### src/rtl/vector_mask_sequencer_if.sv
// vector_mask_sequencer_if: descriptor and per-beat control handshake bundle
interface vector_mask_sequencer_if #(
    parameter int VLEN = 512
);
    localparam int NUM_BEATS = VLEN / 64;
    localparam int VL_WIDTH = $clog2(VLEN / 8) + 1;
    localparam int BEAT_WIDTH = NUM_BEATS > 1 ? $clog2(NUM_BEATS) : 1;
    logic req_valid;
    logic req_ready;
    logic [1:0] req_bit_mode;
    logic [VL_WIDTH-1:0] req_vl;
    logic req_vm;
    logic req_vta;
    logic req_vma;
    logic [VLEN-1:0] req_v0;
    logic beat_valid;
    logic beat_ready;
    logic [BEAT_WIDTH-1:0] beat_index;
    logic [7:0] beat_write_new;
    logic [7:0] beat_fill_ones;
    logic beat_last;
    logic busy;
    modport master (
        output req_valid, req_bit_mode, req_vl, req_vm, req_vta, req_vma, req_v0, beat_ready,
        input req_ready, beat_valid, beat_index, beat_write_new, beat_fill_ones, beat_last, busy
    );
    modport slave (
        input req_valid, req_bit_mode, req_vl, req_vm, req_vta, req_vma, req_v0, beat_ready,
        output req_ready, beat_valid, beat_index, beat_write_new, beat_fill_ones, beat_last, busy
    );
endinterface

### src/rtl/vector_mask_sequencer.sv
// vector_mask_sequencer: walks a destination register beat by beat emitting byte write/fill/keep control
module vector_mask_sequencer #(
    parameter int VLEN = 512
) (
    input logic clock,
    input logic reset,
    vector_mask_sequencer_if.slave bus
);
    localparam int NUM_BEATS = VLEN / 64;
    localparam int VL_WIDTH = $clog2(VLEN / 8) + 1;
    localparam int BEAT_WIDTH = NUM_BEATS > 1 ? $clog2(NUM_BEATS) : 1;
    localparam logic [0:0] IDLE = 1'b0;
    localparam logic [0:0] ISSUE = 1'b1;
    logic [0:0] state;
    logic [1:0] sew;
    logic [VL_WIDTH-1:0] vl;
    logic vm;
    logic vta;
    logic vma;
    logic [VLEN-1:0] v0;
    logic [BEAT_WIDTH-1:0] idx;
    logic [BEAT_WIDTH-1:0] next_idx;
    logic [7:0] wn;
    logic [7:0] fo;
    logic last;
    logic [15:0] first_ctrl;
    logic [15:0] next_ctrl;
    // Byte controls for beat b: byte k belongs to element g = b*EPB + k/(bytes per element).
    // The compare is one bit wider than vl so vl beyond the element count never wraps.
    function automatic logic [15:0] beat_ctrl(
        input logic [1:0] s,
        input logic [VL_WIDTH-1:0] l,
        input logic m,
        input logic ta,
        input logic ma,
        input logic [VLEN-1:0] mask,
        input logic [BEAT_WIDTH-1:0] b
    );
        logic [VL_WIDTH:0] g;
        logic [VLEN-1:0] sh;
        logic body;
        logic active;
        logic [7:0] w;
        logic [7:0] f;
        w = '0;
        f = '0;
        for (int k = 0; k < 8; k++) begin
            g = ((VL_WIDTH + 1)'(b) << (2'd3 - s)) + ((VL_WIDTH + 1)'(k) >> s);
            sh = mask >> g;
            body = g < {1'b0, l};
            active = body & (~m | sh[0]);
            w[k] = active;
            f[k] = ~active & (body ? ma : ta);
        end
        return {w, f};
    endfunction
    assign next_idx = idx + 1'b1;
    // Controls for the first beat come straight from the request; later beats from the latched copy
    always_comb begin
        first_ctrl = beat_ctrl(bus.req_bit_mode, bus.req_vl, bus.req_vm, bus.req_vta, bus.req_vma, bus.req_v0, '0);
        next_ctrl = beat_ctrl(sew, vl, vm, vta, vma, v0, next_idx);
    end
    // Accept descriptors in IDLE, then step through every beat of the register under handshake
    always_ff @(posedge clock or posedge reset) begin
        if (reset) begin
            state <= IDLE;
            sew <= '0;
            vl <= '0;
            vm <= 1'b0;
            vta <= 1'b0;
            vma <= 1'b0;
            v0 <= '0;
            idx <= '0;
            wn <= '0;
            fo <= '0;
            last <= 1'b0;
        end else if (state == IDLE) begin
            if (bus.req_valid) begin
                sew <= bus.req_bit_mode;
                vl <= bus.req_vl;
                vm <= bus.req_vm;
                vta <= bus.req_vta;
                vma <= bus.req_vma;
                v0 <= bus.req_v0;
                if (bus.req_vl != '0) begin
                    state <= ISSUE;
                    idx <= '0;
                    {wn, fo} <= first_ctrl;
                    last <= NUM_BEATS == 1;
                end
            end
        end else if (bus.beat_ready) begin
            if (last) begin
                state <= IDLE;
                idx <= '0;
                wn <= '0;
                fo <= '0;
                last <= 1'b0;
            end else begin
                idx <= next_idx;
                {wn, fo} <= next_ctrl;
                last <= next_idx == BEAT_WIDTH'(NUM_BEATS - 1);
            end
        end
    end
    assign bus.req_ready = state == IDLE;
    assign bus.busy = state == ISSUE;
    assign bus.beat_valid = state == ISSUE;
    assign bus.beat_index = idx;
    assign bus.beat_write_new = wn;
    assign bus.beat_fill_ones = fo;
    assign bus.beat_last = last;
endmodule

### src/flat_wrapper.sv
// flat-port wrapper written by rule: the top's interface ports become plain ports
module vector_mask_sequencer_flat 
#(
    parameter int VLEN = 512
)
  (clock, reset, bus_req_valid, bus_req_bit_mode, bus_req_vl, bus_req_vm, bus_req_vta, bus_req_vma, bus_req_v0, bus_beat_ready, bus_req_ready, bus_beat_valid, bus_beat_index, bus_beat_write_new, bus_beat_fill_ones, bus_beat_last, bus_busy);
  vector_mask_sequencer_if #(.VLEN(VLEN)) bus_i ();
  input logic clock;
  input logic reset;
  input wire logic [$bits(bus_i.req_valid)-1:0] bus_req_valid;
  input wire logic [$bits(bus_i.req_bit_mode)-1:0] bus_req_bit_mode;
  input wire logic [$bits(bus_i.req_vl)-1:0] bus_req_vl;
  input wire logic [$bits(bus_i.req_vm)-1:0] bus_req_vm;
  input wire logic [$bits(bus_i.req_vta)-1:0] bus_req_vta;
  input wire logic [$bits(bus_i.req_vma)-1:0] bus_req_vma;
  input wire logic [$bits(bus_i.req_v0)-1:0] bus_req_v0;
  input wire logic [$bits(bus_i.beat_ready)-1:0] bus_beat_ready;
  output wire logic [$bits(bus_i.req_ready)-1:0] bus_req_ready;
  output wire logic [$bits(bus_i.beat_valid)-1:0] bus_beat_valid;
  output wire logic [$bits(bus_i.beat_index)-1:0] bus_beat_index;
  output wire logic [$bits(bus_i.beat_write_new)-1:0] bus_beat_write_new;
  output wire logic [$bits(bus_i.beat_fill_ones)-1:0] bus_beat_fill_ones;
  output wire logic [$bits(bus_i.beat_last)-1:0] bus_beat_last;
  output wire logic [$bits(bus_i.busy)-1:0] bus_busy;
  assign bus_i.req_valid = bus_req_valid;
  assign bus_i.req_bit_mode = bus_req_bit_mode;
  assign bus_i.req_vl = bus_req_vl;
  assign bus_i.req_vm = bus_req_vm;
  assign bus_i.req_vta = bus_req_vta;
  assign bus_i.req_vma = bus_req_vma;
  assign bus_i.req_v0 = bus_req_v0;
  assign bus_i.beat_ready = bus_beat_ready;
  assign bus_req_ready = bus_i.req_ready;
  assign bus_beat_valid = bus_i.beat_valid;
  assign bus_beat_index = bus_i.beat_index;
  assign bus_beat_write_new = bus_i.beat_write_new;
  assign bus_beat_fill_ones = bus_i.beat_fill_ones;
  assign bus_beat_last = bus_i.beat_last;
  assign bus_busy = bus_i.busy;
  vector_mask_sequencer #(.VLEN(VLEN)) u_core (.clock(clock), .reset(reset), .bus(bus_i));
endmodule
### config.mk
export PLATFORM = sky130hd
export DESIGN_NAME = vector_mask_sequencer_flat
export DESIGN_NICKNAME = d
export VERILOG_FILES = /design/src/rtl/vector_mask_sequencer_if.sv /design/src/rtl/vector_mask_sequencer.sv /design/src/flat_wrapper.sv
export SDC_FILE = /design/constraint.sdc
export NUM_CORES = 1
export LEC_CHECK = 0
export CAP_MARGIN = 20
export CORE_MARGIN = 8
export CORE_UTILIZATION = 25
export CTS_CLUSTER_DIAMETER = 200
export DETAILED_ROUTE_END_ITERATION = 7
export PLACE_DENSITY_LB_ADDON = 0.3
export SLEW_MARGIN = 5
export SYNTH_ARGS = -nofsm -noshare
export SYNTH_HDL_FRONTEND = slang
export SYNTH_SLANG_ARGS = --single-unit
### constraint.sdc
create_clock -name clock -period 5.75 [get_ports clock]
set_input_delay 1.15 -clock clock [delete_from_list [all_inputs] [get_ports clock]]
set_output_delay 1.15 -clock clock [all_outputs]
set_load 0.02 [all_outputs]
==> results.yml, run 1 <==
logic_synthesis:
  synth_top_area_share_pct: 27.4
  yosysSeqAreaShare_pct: 27.4
  synth_top_area_cell: "dfrtp_1"
  synth.distinct_cells: 84
  synth_edf_count: 0
  avgSynthCellArea_um2: 11.2
  synth_seq_cells: 141
  syn_inst: 1149
  yosys-top-cells-area: "dfrtp_1 27%, mux4_2 24%, mux2_2 10%"
  async_flop_share_pct: 100
  yosys_warnings: 0
  ys.flop_type: "dfrtp_1"
  synth_area_mm2: 0.0129
placed_design:
  routabilityCongestion: 0.927
  placed_cells: 1955
  io_buffers: 146
  dp_hpwl_um: 35700
critical_path:
  cp_common_cell: "ha_1"
  crit_path_top_delay_cell: "dfrtp_1"
  path_class: "flop to flop"
  cp-end-kind: "flop"
  critPathRequiredTime_ns: 6.09
  ff2ff_path_depth: 12
  ff2ff_setup_slack_ns: 0.92
  crit_fanout: 25
  worst_ep_arrival_time_ns: 5.17
  r2r_end: "u_core.bus.beat_write_new[5]"
  critPathMaxStageDelay_ns: 0.91
  startpoint: "u_core.sew[0]"
  r2r_start: "u_core.sew[0]"
  crit_path_start_kind: "flop"
  crit_chain: "inv_1 > ha_1 > ha_1 > nand3_1 > o21ai_0 > o21ai_1 > nand2_2 > mux4_2 > nor2_1 > o22a_1 > a311oi_1 > a221o_1"
timing:
  fin_skew_ns: 0.0148
  fmax_mhz: 207
  finalSetupTns_ns: 0
  finalSetupViolations: 0
  drv_slew: 0
  finalCritPeriodShare_pct: 84.0
  min_period_ns: 4.83
  finalHoldWorstSlack_ns: 0.501
  hold_viol: 0
  rsz0062_at_grt: "no"
  tightest_slew_ns: 1.07
  relSlewSlack_pct: 28.3
clock_network:
  clock_latency_ns: 0.46
  cts_made_buffers: 17
  ctsHoldBuffers: 0
  path_clk_slew_ns: 0.07
  cts_buffer_depth: 2
  cts_max_level: 4
  root_buffer: "clkbuf_16"
  post_cts_resize_count: 0
  cts.sinks: 141
  cts_tree: "yes"
  cts_setup_buffers: 0
floorplanning:
  core_area_mm2: 0.0511
  die_w_um: 243
  pin_count: 551
  die_area_mm2: 0.0590
  start_util_pct: 25.2
  die_y_um: 243
  num_rows: 83
worst_hold_path:
  worstHoldEndpoint: "u_core.v0[80]"
  min_path_type: "flop to flop"
  hp-start: "u_core.v0[80]"
  hold_path_depth: 1
pwr:
  powerDensity_mw_per_mm2: 858
  ir_drop_mv: 0.450
  totalPowerFinal_w: 0.0136
  leakagePower_nw: 6.33
routing:
  drt_wl_total_um: 46900
  drtAntennaViolNets: 0
  first_pass_iters: 6
  drc_errors: 0
  post_drt_wl_per_cell_um: 23.6
  vias: 10900
  initialDrtViolationCount: 985
  vias_per_cell: 5.49
grt:
  grt.overflow.total: 0
  antenna_found_initial: 2
  first_global_vias: 11000
  grt_pass1_wl_um: 71600
  grt_max_degree: 76
  grtUsageTotal_pct: 15.7
final_layout:
  regArea_mm2: 0.00353
  stdcell_count: 1987
  area_growth_pct: 23.3
  num-nets-final: 1891
  multi_input_area_mm2: 0.00886
  n_antenna_cell: 0
  fillers: 5259
  drive_above_1_share_pct: 28.2
job:
  drv_cap: 0
run_status:
  outcome: "finished, final reports clean"
## Yosys cell counts, types with 6 or more instances
cell and number:
dfrtp_1 141, mux4_2 136, mux2_2 118, nand2_1 102, ha_1 69, a21oi_1 50, o21ai_0 47, clkbuf_1 45
nor2_1 41, inv_1 40, mux2i_1 33, a211oi_1 24, nand3_1 24, a21o_1 21, and3_1 20, nand2b_1 17
buf_2 15, a31oi_1 13, o211ai_1 12, buf_1 9, nor2b_1 9, nor3_1 9, a21boi_0 8, xnor2_1 8
a311oi_1 7, nor4_1 7, o21a_1 7, a22oi_1 6, and2_1 6, or3_1 6
## cells in the final DEF, fill, tap and decap left out, types with 8 or more instances in the layout
master / n
clkdlybuf4s50_1: 146
dfrtp_1: 141
mux4_2: 136
mux2_2: 118
nand2_1: 102
ha_1: 69
buf_4: 51
a21oi_1: 50
o21ai_0: 47
nor2_1: 40
inv_1: 39
mux2i_1: 33
nand3_1: 24
a211oi_1: 24
a21o_1: 21
and3_1: 20
nand2b_1: 17
clkbuf_16: 17
a31oi_1: 13
o211ai_1: 12
nor3_1: 9
a21boi_0: 8
xnor2_1: 8
nor2b_1: 8
## through the flow
step           util, %  setup WS [ns]  instance area (µm²)
2_1_floorplan        -          0.819                12900
3_3_place_gp      29.9           1.03                15300
3_5_place_dp      29.9           1.06                15300
4_1_cts           31.1           1.03                15900
5_1_grt           31.1          0.603                15900
6_report          31.1          0.919                15900
## state kept, by name, summed over array words and instances, names as in the netlist
signal	flops
u_core.bus.beat_fill_ones	8
u_core.bus.beat_index	3
u_core.bus.beat_last	1
u_core.bus.beat_valid	1
u_core.bus.beat_write_new	8
u_core.sew	2
u_core.v0	108
u_core.vl	7
u_core.vm	1
u_core.vma	1
u_core.vta	1
## kinds of logic (layout without fill, tap and decap cells)
family                     count (synthesis)  in the layout  share of synthesized area [%]
AOI/OAI and AO/OA                        248            248                           13.4
other                                      1              3                         0.0291
and+or+nand+nor                          264            264                           9.95
xor gates and xnor gates                  17             17                           1.51
adders and majority gates                 69             69                           6.71
muxes                                    289            289                           37.1
buffers and inverters                    120            276                           3.91
DFF                                      141            141                           27.4
## worst max-delay path: cells and delay by family, from the launching register on
family,cells,cell delay (ns)
compound gates,5,1.37
fa+ha+maj,2,0.90
buf+inv,1,0.34
flops,1,0.91
mux,1,0.56
simple gates,3,0.62
## power breakdown
group	internal, W	switching (W)	total [W]	leakage [nW]
clock network	0.000608	0.000500	0.00111	0.278
logic	0.00494	0.00520	0.0101	4.36
registers	0.00148	0.000883	0.00237	1.69
## routing by layer
metal / wire length, µm / global-route usage [%] / part of all wire, % / vias to the layer above
met5: 27 / 0 / 0.058 / -
met4: 1330 / 5.22 / 2.8 / 4
met3: 3410 / 3.48 / 7.3 / 84
met2: 21200 / 24.0 / 45 / 498
met1: 20900 / 21.7 / 45 / 5540
li1: - / - / - / 4784
## worst max-delay path by stage
stage / end
6_report: u_core.bus.beat_write_new[5]
5_1_grt: u_core.bus.beat_write_new[5]
4_1_cts: u_core.bus.beat_write_new[5]
3_5_place_dp: u_core.bus.beat_write_new[5]
3_3_place_gp: u_core.bus.beat_write_new[5]
2_1_floorplan: u_core.bus.beat_fill_ones[0]
## cell type report
cell class | instances | share of cell area [%]
flip-flops and latches | 141 | 22.2
well taps | 680 | 5.36
clock buffers | 17 | 2.68
multi-input cells | 890 | 55.8
clock inverters | 15 | 0.954
repair buffers | 199 | 11.9
inverters | 45 | 1.10
Note: power is estimated with default switching activity, not from simulation.
==> inputs of run 2 (changes only) <==
- clock period: 5.75 -> 4.5 ns (I/O delays scaled with it)
==> run 2 against run 1 <==
Against the previous run: critical path depth up 5; sequential share of layout area down 0.57 points; die area unchanged; via count up 0.16%; wire length up 0.82%; clock-buffer cell count up 3; worst hold slack worse by 0.0092 ns; global-route usage up 0.21 points; fmax up 15%; combinational power up 36%; clock power up 35%; sequential power up 29%.
==> results.yml, run 2 (same netlist as run 1, synthesis figures left out) <==
run_status:
  outcome: "finished, final reports clean"
routing:
  top_layer: "met5"
  first_pass_iters: 5
  drtAntennaViolNets: 0
  dr_wl_met2_um: 21400
  initialDrtViolationCount: 1007
  dr_wl_met3_um: 3160
  drt_wl_total_um: 47300
  vias: 10900
  post_drt_wl_per_cell_um: 23.4
  wl_met1_um: 21400
  vias_per_cell: 5.41
  drc_errors: 0
clock_network:
  cts_setup_buffers: 0
  cts_tree: "yes"
  path_clk_slew_ns: 0.06
  post_cts_resize_count: 0
  cts_buffer_depth: 2
  ctsHoldBuffers: 0
  clock_latency_ns: 0.47
  root_buffer: "clkbuf_16"
  cts_max_level: 4
  cts_made_buffers: 17
  cts.sinks: 141
critical_path:
  cp-end-kind: "flop"
  startpoint: "u_core.bus.beat_index[0]"
  crit_fanout: 8
  crit_chain: "inv_1 > ha_1 > or3b_4 > o221ai_4 > ha_1 > and3_1 > a21oi_2 > a21oi_1 > xnor2_1 > inv_1 > o22ai_1 > inv_1 > ha_1 > a21o_1 > a21oi_1 > o21ai_0 > a41o_1"
  crit_path_start_kind: "flop"
  critPathRequiredTime_ns: 4.85
  worst_ep_arrival_time_ns: 4.53
  critPathTopFamily: "compound AO/OA/AOI/OAI gates"
  ff2ff_setup_slack_ns: 0.31
  crit_path_top_delay_cell: "dfrtp_2"
  path_class: "flop to flop"
  cp_num_cells: 17
  r2r_start: "u_core.bus.beat_index[0]"
  endpoint: "u_core.bus.beat_fill_ones[4]"
  r2r_end: "u_core.bus.beat_fill_ones[4]"
  crit_buf_inv: 3
  ff2ff_path_depth: 17
  critPathMaxStageDelay_ns: 0.43
grt:
  grtUsageTotal_pct: 15.9
  grt.overflow.total: 0
  first_global_vias: 11100
  grt_pass1_wl_um: 72300
  grt_max_degree: 142
  antenna_found_initial: 1
timing:
  min_period_ns: 4.19
  finalSetupViolations: 0
  finalCritPeriodShare_pct: 93.0
  finalSetupTns_ns: 0
  tightest_slew_ns: 0.915
  fmax_mhz: 239
  rsz0062_at_grt: "no"
  relSlewSlack_pct: 39.0
  hold_viol: 0
  drv_slew: 0
  finalHoldWorstSlack_ns: 0.492
  layout_setup_ws_ns: 0.314
  fin_skew_ns: 0.0112
pwr:
  totalPowerFinal_w: 0.0182
  powerDensity_mw_per_mm2: 1120
  ir_drop_mv: 0.517
  leakagePower_nw: 6.55
placed_design:
  dpl_cell_area_mm2: 0.0157
  dp_hpwl_um: 36500
  io_buffers: 146
  place_ws_ns: 0.270
  routabilityCongestion: 0.893
floorplanning:
  num_rows: 83
  start_util_pct: 25.2
  die_y_um: 243
  pin_count: 551
  die_area_mm2: 0.0590
  die_w_um: 243
  core_area_mm2: 0.0511
final_layout:
  fillers: 5235
  regMostFlops: "u_core.v0"
  multi_input_area_mm2: 0.00887
  largest_reg_flops: 108
  num-nets-final: 1923
  final_area_mm2: 0.0163
  area_growth_pct: 26.7
  final_common_cell: "clkdlybuf4s50_1"
  regArea_mm2: 0.00353
  n_antenna_cell: 0
  final_cell_mix: "146 x clkdlybuf4s50_1, 139 x dfrtp_1, 136 x mux4_2"
  drive_above_1_share_pct: 30.1
worst_hold_path:
  min_path_type: "flop to flop"
job:
  drv_cap: 0
-- run 2: per-stage QoR --
stage,utilization (%),instances
floorplan,-,1151
global placement,30.7,1987
detailed placement,30.7,1987
CTS,31.9,2019
global route,31.9,2019
finish,31.9,2019
-- run 2: cell type report --
cell class,instances,area share [%]
multi-input combinational,890,54.4
sequential,141,21.7
inverter,45,1.06
timing repair buffer,231,13.9
tap,680,5.22
clock inverter,12,0.982
clock buffer,20,2.80
-- run 2: routing by layer --
metal / global-route usage [%] / up-vias
met5: 0 / -
li1: - / 4865
met3: 3.69 / 71
met1: 22.0 / 5519
met4: 4.71 / 2
met2: 24.4 / 471
-- run 2: worst min-delay path by stage --
stage / start / to / slack, ns / cells past startpoint
finish: u_core.bus.beat_write_new[3] / u_core.bus.beat_write_new[3] / 0.49 / 2
floorplan: u_core.v0[86] / u_core.v0[86] / 0.48 / 1
detailed placement: u_core.bus.beat_write_new[3] / u_core.bus.beat_write_new[3] / 0.49 / 2
global placement: u_core.v0[87] / u_core.v0[87] / 0.49 / 1
CTS: u_core.bus.beat_write_new[3] / u_core.bus.beat_write_new[3] / 0.50 / 2
global route: u_core.v0[123] / u_core.v0[123] / 0.53 / 1
-- run 2: worst min-delay path: stages (launching register included) --
cell,delay (ns)
dfrtp_1,0.35
a21oi_1,0.06
nand2_1,0.05
-- run 2: where the power goes --
part,internal [W],leakage [nW],total (W),switching [W]
clock,0.000904,0.290,0.00150,0.000593
combinational,0.00690,4.57,0.0137,0.00678
sequential,0.00190,1.68,0.00305,0.00115
total,0.00971,6.55,0.0182,0.00852
